<file path="src/rtl/booth_pkg.sv">
// rtl/booth_pkg.sv - shared types and constants for the sequential Booth multiplier
//
// Purpose: FSM state encoding, Booth recoding select values and the
// iteration-counter width helper used by booth_step and booth_mult_seq.
// Ports: none (package).

package booth_pkg;

  typedef enum logic [1:0] {
    IDLE = 2'd0,
    RUN  = 2'd1,
    DONE = 2'd2
  } state_t;

  // {Q[0], Qn} pairs that modify the partial remainder; 00 and 11 only shift.
  localparam logic [1:0] SEL_ADD = 2'b01;
  localparam logic [1:0] SEL_SUB = 2'b10;

  // Counter must hold WIDTH+1, the number of Booth steps per operation.
  function automatic int cnt_width(input int width);
    return $clog2(width + 2);
  endfunction

endpackage

</file>
<file path="src/rtl/booth_step.sv">
// rtl/booth_step.sv - one combinational radix-2 Booth step (add/sub then arithmetic shift)
//
// Purpose: given the current {A, Q, Qn} and multiplicand M, produce the
// values after one Booth recode/add and a one-bit arithmetic right shift.
// Ports:
//   a      in  WIDTH+2  partial remainder
//   q      in  WIDTH+1  multiplier shift register
//   qn     in  1        bit shifted out of q on the previous step
//   m      in  WIDTH+2  extended multiplicand
//   a_nxt  out WIDTH+2  next partial remainder
//   q_nxt  out WIDTH+1  next multiplier register
//   qn_nxt out 1        next shifted-out bit

module booth_step
  import booth_pkg::*;
#(
  parameter int WIDTH = 8
) (
  input  logic [WIDTH+1:0] a,
  input  logic [WIDTH:0]   q,
  input  logic             qn,
  input  logic [WIDTH+1:0] m,
  output logic [WIDTH+1:0] a_nxt,
  output logic [WIDTH:0]   q_nxt,
  output logic             qn_nxt
);

  logic [WIDTH+1:0] sum;

  always_comb begin
    sum = a;
    case ({q[0], qn})
      SEL_ADD: sum = a + m;
      SEL_SUB: sum = a - m;
      default: sum = a;
    endcase
  end

  // Shift {sum, q, qn} right by one, replicating the sign of sum.
  assign a_nxt  = {sum[WIDTH+1], sum[WIDTH+1:1]};
  assign q_nxt  = {sum[0], q[WIDTH:1]};
  assign qn_nxt = q[0];

endmodule

</file>
<file path="src/rtl/booth_mult_seq.sv">
// rtl/booth_mult_seq.sv - sequential radix-2 Booth multiplier with valid/ready handshakes
//
// Purpose: multiplies x by y (signed or unsigned per operation) one Booth
// step per clock; result held in z until the consumer accepts it.
// Ports:
//   clk        in  1        rising-edge clock
//   rst        in  1        asynchronous active-high reset
//   in_valid   in  1        x, y, sgn valid
//   in_ready   out 1        high only in IDLE
//   x          in  WIDTH    multiplicand
//   y          in  WIDTH    multiplier
//   sgn        in  1        1: two's complement operands, 0: unsigned
//   out_valid  out 1        z holds a finished product
//   out_ready  in  1        consumer accepts z
//   z          out 2*WIDTH  product

module booth_mult_seq
  import booth_pkg::*;
#(
  parameter int WIDTH = 8
) (
  input  logic               clk,
  input  logic               rst,
  input  logic               in_valid,
  output logic               in_ready,
  input  logic [WIDTH-1:0]   x,
  input  logic [WIDTH-1:0]   y,
  input  logic               sgn,
  output logic               out_valid,
  input  logic               out_ready,
  output logic [2*WIDTH-1:0] z
);

  localparam int CW = cnt_width(WIDTH);

  state_t           state;
  state_t           state_nxt;
  logic [WIDTH+1:0] a;
  logic [WIDTH+1:0] m;
  logic [WIDTH:0]   q;
  logic             qn;
  logic [CW-1:0]    cnt;

  logic [WIDTH+1:0] a_step;
  logic [WIDTH:0]   q_step;
  logic             qn_step;
  logic             accept;
  logic             last_step;

  assign accept    = in_valid && in_ready;
  assign last_step = (state == RUN) && (cnt == CW'(1));

  booth_step #(.WIDTH(WIDTH)) u_step (
    .a      (a),
    .q      (q),
    .qn     (qn),
    .m      (m),
    .a_nxt  (a_step),
    .q_nxt  (q_step),
    .qn_nxt (qn_step)
  );

  always_ff @(posedge clk or posedge rst) begin
    if (rst) state <= IDLE;
    else     state <= state_nxt;
  end

  always_comb begin
    state_nxt = state;
    case (state)
      IDLE:    if (accept)    state_nxt = RUN;
      RUN:     if (last_step) state_nxt = DONE;
      DONE:    if (out_ready) state_nxt = IDLE;
      default: state_nxt = IDLE;
    endcase
  end

  always_comb begin
    in_ready  = (state == IDLE);
    out_valid = (state == DONE);
  end

  always_ff @(posedge clk or posedge rst) begin
    if (rst) begin
      a   <= '0;
      m   <= '0;
      q   <= '0;
      qn  <= 1'b0;
      cnt <= '0;
      z   <= '0;
    end else if (accept) begin
      // One extra bit on Q and two on M/A let signed and unsigned operands
      // share the datapath and keep A - M from overflowing.
      m   <= sgn ? {{2{x[WIDTH-1]}}, x} : {2'b00, x};
      q   <= {sgn & y[WIDTH-1], y};
      a   <= '0;
      qn  <= 1'b0;
      cnt <= CW'(WIDTH + 1);
    end else if (state == RUN) begin
      a   <= a_step;
      q   <= q_step;
      qn  <= qn_step;
      cnt <= cnt - CW'(1);
      // After WIDTH+1 steps the product sits in the low bits of {A, Q}.
      if (last_step) z <= {a_step[WIDTH-2:0], q_step};
    end
  end

endmodule

</file>
<file path="config.mk">
export PLATFORM = sky130hd
export DESIGN_NAME = booth_mult_seq
export DESIGN_NICKNAME = d
export VERILOG_FILES = /design/src/rtl/booth_pkg.sv /design/src/rtl/booth_step.sv /design/src/rtl/booth_mult_seq.sv
export SDC_FILE = /design/constraint.sdc
export NUM_CORES = 1
export LEC_CHECK = 0
export ABC_AREA = 1
export CORE_MARGIN = 10
export CORE_UTILIZATION = 40
export CTS_CLUSTER_SIZE = 8
export DETAILED_ROUTE_END_ITERATION = 6
export DONT_BUFFER_PORTS = 1
export SKIP_CTS_REPAIR_TIMING = 1
export SYNTH_ARGS = -nofsm -noshare
export SYNTH_HDL_FRONTEND = slang
export SYNTH_HIERARCHICAL = 1
export SYNTH_SLANG_ARGS = --single-unit
</file>
<file path="constraint.sdc">
create_clock -name clk -period 4.5 [get_ports clk]
set_input_delay 1.125 -clock clk [delete_from_list [all_inputs] [get_ports clk]]
set_output_delay 1.125 -clock clk [all_outputs]
set_load 0.03 [all_outputs]
</file>
After elaboration in Yosys (flattened, before gate mapping)
Index checks and enable logic that the tools add are counted.

Register bits after elaboration: 52. Output and inout bits: 18. Word-level logic and storage cells: 40.

Mux-type cells: 14. Add/subtract/negate cells: 3. Reductions and logical operators: 6. Bitwise operators: 2. Eq/ne operators: 8.

Operators with widths (number): 2-to-1 mux 10 bit (3); case mux 10 bit (2 select lines) (1); 2-to-1 mux 9 bit (2); adder 10 bit (1); subtractor 10 bit (1); 2-to-1 mux 4 bit (2); 2-to-1 mux 2 bit (3); case mux 2 bit (3 select lines) (1); AND reduction 3 bit (2); equality test 2 x 1 -> 1 bit, second input constant (2); equality test 2 bit, second input constant (2); equality test 4 x 1 -> 1 bit, second input constant (1); inequality test 2 x 1 -> 1 bit, second input constant (2); subtractor 4 x 1 -> 4 bit, second input constant (1); logical AND 1 bit (2); logical NOT 2 bit (1); 2-to-1 mux 1 bit (2); inequality test 2 bit, second input constant (1); nonzero test 2 bit (1); AND 1 bit (1); inverter 1 bit (1).

Longest topological paths before layout
Gate-level depths: netlist of the first run.

Word-level depth: 4. Gate-level depth with buffers: 22.

Hierarchy
Netlist of the first run, hierarchy kept.

By module, submodules not included: booth_mult_seq (area each 2154.6 um^2, cells an instance 228, instances 1); booth_step (area each 898.4 um^2, cells an instance 156, instances 1).

Least setup slack after synthesis of the first run
No wires, ideal clock.

Path kind: reg2reg. From: register m[0]. To: register a[9]. Required time: 4.384 ns. Period minus slack after synthesis: 2.494 ns. Buffers on the path: 1. Arrival time: 2.378 ns. Setup slack: 2.006 ns. Cell stages (with the launch flop): 20. Path through: dfrtp_1 inv_1 ha_1 nand2_1 nor4_1 a21oi_1 xor2_1 inv_1 ha_1 nand2_1 inv_1 a21oi_2 nand3_2 nand3_2 nand3_2 nand2_1 nand2_1 buf_4 nand2_1 nand2_1.

Word-level cells in the longest chain between the ends: 4.

RTL lines: from (decl) (line booth_mult_seq.sv:39) `logic [WIDTH+1:0] m;`; from (signal assigned) (line booth_mult_seq.sv:94) `m <= sgn ? {{2{x[WIDTH-1]}}, x} : {2'b00, x};`; subtractor 10 bit / adder 10 bit (equally long branches) (line booth_step.sv:34, booth_step.sv:33); case mux 10 bit (2 select lines) * (line booth_step.sv:32) `case ({q[0], qn})`; via a_step[8] (line booth_mult_seq.sv:44) `logic [WIDTH+1:0] a_step;`; 2-to-1 mux 10 bit * (line booth_mult_seq.sv:99) `end else if (state == RUN) begin`; 2-to-1 mux 10 bit * (line booth_mult_seq.sv:91) `end else if (accept) begin`; to (signal assigned) (line booth_mult_seq.sv:100) `a <= a_step;`; to (decl) (line booth_mult_seq.sv:38) `logic [WIDTH+1:0] a;`.

The timed path passes the listed nets; every way through them passes the cells marked *. The select of a mux whose other input is x is not followed. A chain may end at the register's enable or synchronous reset.

Final worst setup path of the first run
From: register m[0]. To: register a[8].

The elaborated chain is that of the path after synthesis.

==> results of run 1 <==
## final timing paths
kind,slack [ns],to,from,cells past startpoint
max,1.80,a[8],m[0],18
min,0.49,qn,qn,2
max reg2reg,1.80,a[8],m[0],18
min reg2reg,0.49,qn,qn,2
max in group asynchronous,2.92,m[6],rst,1
min in group asynchronous,0.92,z[4],rst,1
## synth_stat cells, types with 4 or more instances
library cell  instances
nand2_1             132
dfrtp_1              51
inv_1                50
o21ai_0              19
o21ai_2              17
nor2_1               14
ha_1                 13
buf_4                11
nand3_1              11
o211ai_1              8
nand2_2               7
a21oi_1               6
xnor2_1               6
buf_2                 5
a21oi_2               4
## cell type report
class / instances / area, sq um / share of cell area (%)
multi-input cells: 260 / 1430 / 45.6
clock buffers: 5 / 68.8 / 2.19
clock inverters: 3 / 33.8 / 1.08
repair buffers: 1 / 7.51 / 0.239
well taps: 99 / 124 / 3.94
flip-flops and latches: 51 / 1280 / 40.6
inverters: 53 / 199 / 6.33
## through the flow
stage,cells,setup slack [ns]
after detailed placement,464,1.81
final,472,1.80
after global routing,472,1.53
after global placement,464,1.87
after floorplan,384,2.01
after CTS,472,1.79
## per-layer routing
layer	vias up	part of all wire, %	global-route usage [%]
met4	0	1.2	4.01
li1	1168	-	-
met3	7	4.3	2.87
met5	-	0	0
met2	25	49	19.4
met1	1077	46	14.1
## registers in the layout, summed over array words and instances (netlist names)
register  count
a            10
cnt           4
m             9
q             9
qn            1
state         2
z            16
## worst max-delay path, cell delays in order (launching register included)
cell and delay, ns:
dfrtp_1 0.43, inv_1 0.11, ha_1 0.17, nand2_1 0.10, nor4_1 0.26, a21oi_1 0.13
xor2_1 0.16, inv_1 0.06, ha_1 0.31, nand2_1 0.14, inv_1 0.07, a21oi_2 0.15
nand3_2 0.12, nand3_2 0.09, nand3_2 0.07, nand2_1 0.06, nand2_1 0.06, nand2_1 0.06
nand2_1 0.05
## kinds of logic (layout without fill, tap and decap cells)
| kind of cell | Yosys count | in the layout | synth area share (%) |
|---|---|---|---|
| compound gates | 59 | 59 | 13.2 |
| xor+xnor | 9 | 9 | 2.58 |
| flops | 51 | 51 | 41.8 |
| simple gates | 178 | 178 | 25.2 |
| fa+ha+maj | 14 | 14 | 5.98 |
| buf+inv | 73 | 62 | 11.3 |
==> results.json, run 1 <==
{
  "final_nets": 407,
  "die_width_um": 107,
  "drv_slew": 0,
  "clkTransAtPathRegs_ns": 0.10,
  "nFillCells": 746,
  "worst_ep_arrival_time_ns": 2.92,
  "synthFlopType": "dfrtp_1",
  "core_area_sq_um": 7330,
  "via_per_inst": 4.82,
  "hold_viol": 0,
  "htreeDepth": 2,
  "numCtsBuffers": 5,
  "hold_path.class": "reg -> reg",
  "firstDrtPassIters": 4,
  "fmax_mhz": 370,
  "synth.yosys.seq_area_share_pct": 41.8,
  "yosys-top-cells-area": "dfrtp_1 42%, nand2_1 16%, inv_1 6.1%",
  "syn_inst": 384,
  "drc_errors": 0,
  "syn_area_per_cell_sq_um": 7.95,
  "synth_edf_count": 0,
  "antennaDiodeCount": 0,
  "avgRoutedWirePerCell_um": 13.4,
  "start_kind": "flop",
  "rows": 31,
  "synth_top_area_share_pct": 41.8,
  "portBuffers": 0,
  "initial_core_util_pct": 41.6,
  "final_cell_mix": "132 x nand2_1, 51 x dfrtp_1, 49 x inv_1",
  "layout_commonest_cell": "nand2_1",
  "period_needed_ns": 2.70,
  "syn-cell-area_sq_um": 3050,
  "critPathRequiredTime_ns": 4.72,
  "setup_viol": 0,
  "grt_use_total_pct": 11.6,
  "final_cell_area_sq_um": 3140,
  "clock_latency_ns": 0.32,
  "drt_iter0_markers": 85,
  "gp_congestion": 0.812,
  "cp-end-kind": "flop",
  "synth-seq-cells": 51,
  "via_count": 2277,
  "rsz0062_at_grt": "no",
  "dieArea_sq_um": 11500,
  "grt_pass1_vias": 2247,
  "synthArstFlopShare_pct": 100,
  "io_pins": 39,
  "worst-setup-path-type": "reg -> reg",
  "worstPathMaxFanout": 4,
  "cts.sinks": 51,
  "antenna_found_initial": 0,
  "drive_gt1_share_pct": 13.1,
  "drt-total-wl_um": 6320,
  "finalSetupTns_ns": 0,
  "yosys_warnings": 6,
  "clock_tree.root_cell": "clkbuf_8",
  "placed_cell_area_sq_um": 3040,
  "worst_pin_slew_ns": 1.05,
  "holdWs_ns": 0.485,
  "syn_to_final_growth_pct": 2.91,
  "slew_headroom_pct": 29.8,
  "max_cap_violations": 0,
  "overflow": 0,
  "cts_tree": "done",
  "skew_ns": 0.00616,
  "synthesis.nets": 419,
  "final_util_pct": 42.9,
  "finalCritPeriodShare_pct": 60.1,
  "dieHeight_um": 107,
  "outcome": "finished, final reports clean",
  "grt_pass1_wl_um": 10900,
  "grt_max_degree": 52,
  "dp_hpwl_um": 4720,
  "ys_types": 33,
  "antenna_left": 0,
  "clockBufferDepth": 2,
  "yosys.area.top_type": "dfrtp_1"
}
Power of run 1 is left out: the tool's default activity adds up to more than one toggle a clock period on the data nets, which glitch-free logic cannot reach.
==> inputs of run 2 (changes only) <==
- clock period: 4.5 -> 2.8 ns (I/O delays scaled with it)
==> run 2 against run 1 <==
Compared with the run above:
- maximum frequency rose by 4.7%
- count of clock-buffer cells in the layout did not move
- die area did not move
- sequential cell count did not move
- critical endpoint unchanged
- hold slack got worse by 0.18 ns
- first-iteration DRC count rose by 26%
- setup slack got worse by 1.6 ns
- critical path type unchanged
- sequential share of layout area fell by 0.98 points
- clock skew rose by 0.0026 ns
- wire length rose by 4.3%
- core utilization rose by 1.1 points
- cell count rose by 0.85%
==> results.json, run 2 (synthesis gave the netlist of run 1 again) <==
{
  "outcome": "finished, final reports clean",
  "dp_hpwl_um": 4870,
  "skew_ns": 0.00874,
  "clock_tree.root_cell": "clkbuf_8",
  "grt_busiest_layer": "met2",
  "grt_max_degree": 34,
  "overflow": 0,
  "final_cell_area_sq_um": 3220,
  "clkTransAtPathRegs_ns": 0.11,
  "critPathRequiredTime_ns": 3.01,
  "period_needed_ns": 2.58,
  "final_cell_mix": "130 x nand2_1, 51 x dfrtp_1, 49 x inv_1",
  "fmax_mhz": 387,
  "htreeDepth": 2,
  "placed_cell_area_sq_um": 3060,
  "worst-setup-path-type": "reg -> reg",
  "setup_viol": 0,
  "r2r_slack_ns": 0.22,
  "drive_gt1_share_pct": 16.2,
  "clock_latency_ns": 0.31,
  "use_met1_pct": 14.4,
  "grt_use_total_pct": 11.9,
  "drv_slew": 0,
  "hold_viol": 0,
  "die_width_um": 107,
  "grt_pass1_vias": 2321,
  "via_per_inst": 4.80,
  "avgRoutedWirePerCell_um": 13.9,
  "worst_pin_slew_ns": 0.670,
  "cp-end-kind": "flop",
  "portBuffers": 0,
  "hold_path.class": "in -> async",
  "cpMostUsedCell": "nand2_1",
  "grt_util_met2_pct": 20.9,
  "numCtsBuffers": 5,
  "final_nets": 411,
  "finalCritPeriodShare_pct": 92.2,
  "slowest_stage": "dfrtp_1",
  "setup_slack_ns": 0.218,
  "gp_congestion": 0.804,
  "max_cap_violations": 0,
  "holdWs_ns": 0.309,
  "largestRegisters": "z (16), a (10)",
  "antenna_found_initial": 0,
  "rows": 31,
  "cts_tree": "done",
  "cts.sinks": 51,
  "io_pins": 39,
  "dieHeight_um": 107,
  "start_kind": "flop",
  "drt_iter0_markers": 107,
  "worst_ep_arrival_time_ns": 2.79,
  "worstPathMaxFanout": 4,
  "path_cells": "inv_1 -> ha_2 -> nand2_2 -> nor4_4 -> nor2_1 -> xor2_1 -> inv_1 -> ha_4 -> nand2_1 -> nor2_4 -> nand3_1 -> nand3_2 -> inv_2 -> nand2_2 -> nand3_2 -> nand2_1 -> nand2_1 -> nand2_1 -> nand2_1",
  "drt-total-wl_um": 6600,
  "clockBufferDepth": 2,
  "regMostFlops": "z",
  "initial_core_util_pct": 41.6,
  "slew_headroom_pct": 55.3,
  "layout_commonest_cell": "nand2_1",
  "firstDrtPassIters": 4,
  "syn_to_final_growth_pct": 5.45,
  "dieArea_sq_um": 11500,
  "grt_pass1_wl_um": 11300,
  "drc_errors": 0,
  "place_worst_setup_slack_ns": 0.160,
  "grt_use_met3_pct": 2.93,
  "largest_register_ffs": 16,
  "critPathMaxStageDelay_ns": 0.41,
  "antennaDiodeCount": 0,
  "core_area_sq_um": 7330,
  "finalSetupTns_ns": 0,
  "via_count": 2284,
  "antenna_left": 0
}
==> run 2: cell count changes in the layout (fill, tap and decap cells not counted), sizes merged <==
| cell | before | now |
|---|---|---|
| clkinv | 1 | 0 |
| buf | 1 | 5 |
| clkinvlp | 0 | 1 |
==> run 2: path summary, 6_finish.rpt <==
check / start / endpoint / cells past startpoint
hold / removal: rst / z[2] / 1
max in group asynchronous: rst / cnt[0] / 2
min in group clk: out_ready / state[1] / 1
setup reg to reg: m[1] / a[8] / 19
hold reg to reg: qn / qn / 2
setup / recovery: m[1] / a[8] / 19
==> run 2: worst max-delay path: cells and delay by family (launching register included) <==
kind | cells | cell delay (ns)
simple gates | 13 | 1.27
fa+ha+maj | 2 | 0.46
flops | 1 | 0.41
buf+inv | 3 | 0.22
xor+xnor | 1 | 0.14
==> run 2: routing by layer <==
metal	part of all wire, %	up-vias
li1	-	1183
met1	44	1066
met2	51	33
met3	4.4	2
met4	0.32	0
met5	0	-
==> run 2: area by class of cell <==
type | count | area, sq um
timing repair buffer | 5 | 37.5
clock inverter | 3 | 27.5
inverter | 53 | 199
multi-input combinational | 260 | 1490
tap | 99 | 124
fill | 740 | 4110
sequential | 51 | 1280
clock buffer | 5 | 68.8
==> run 2: metrics by stage <==
| stage | utilization [%] | cells |
|---|---|---|
| 6_report | 43.9 | 476 |
| 5_1_grt | 43.9 | 476 |
| 4_1_cts | 43.1 | 475 |
| 3_5_place_dp | 41.8 | 467 |
| 3_3_place_gp | 41.8 | 467 |
| 2_1_floorplan | - | 384 |
Power of run 2 is left out for the same reason.
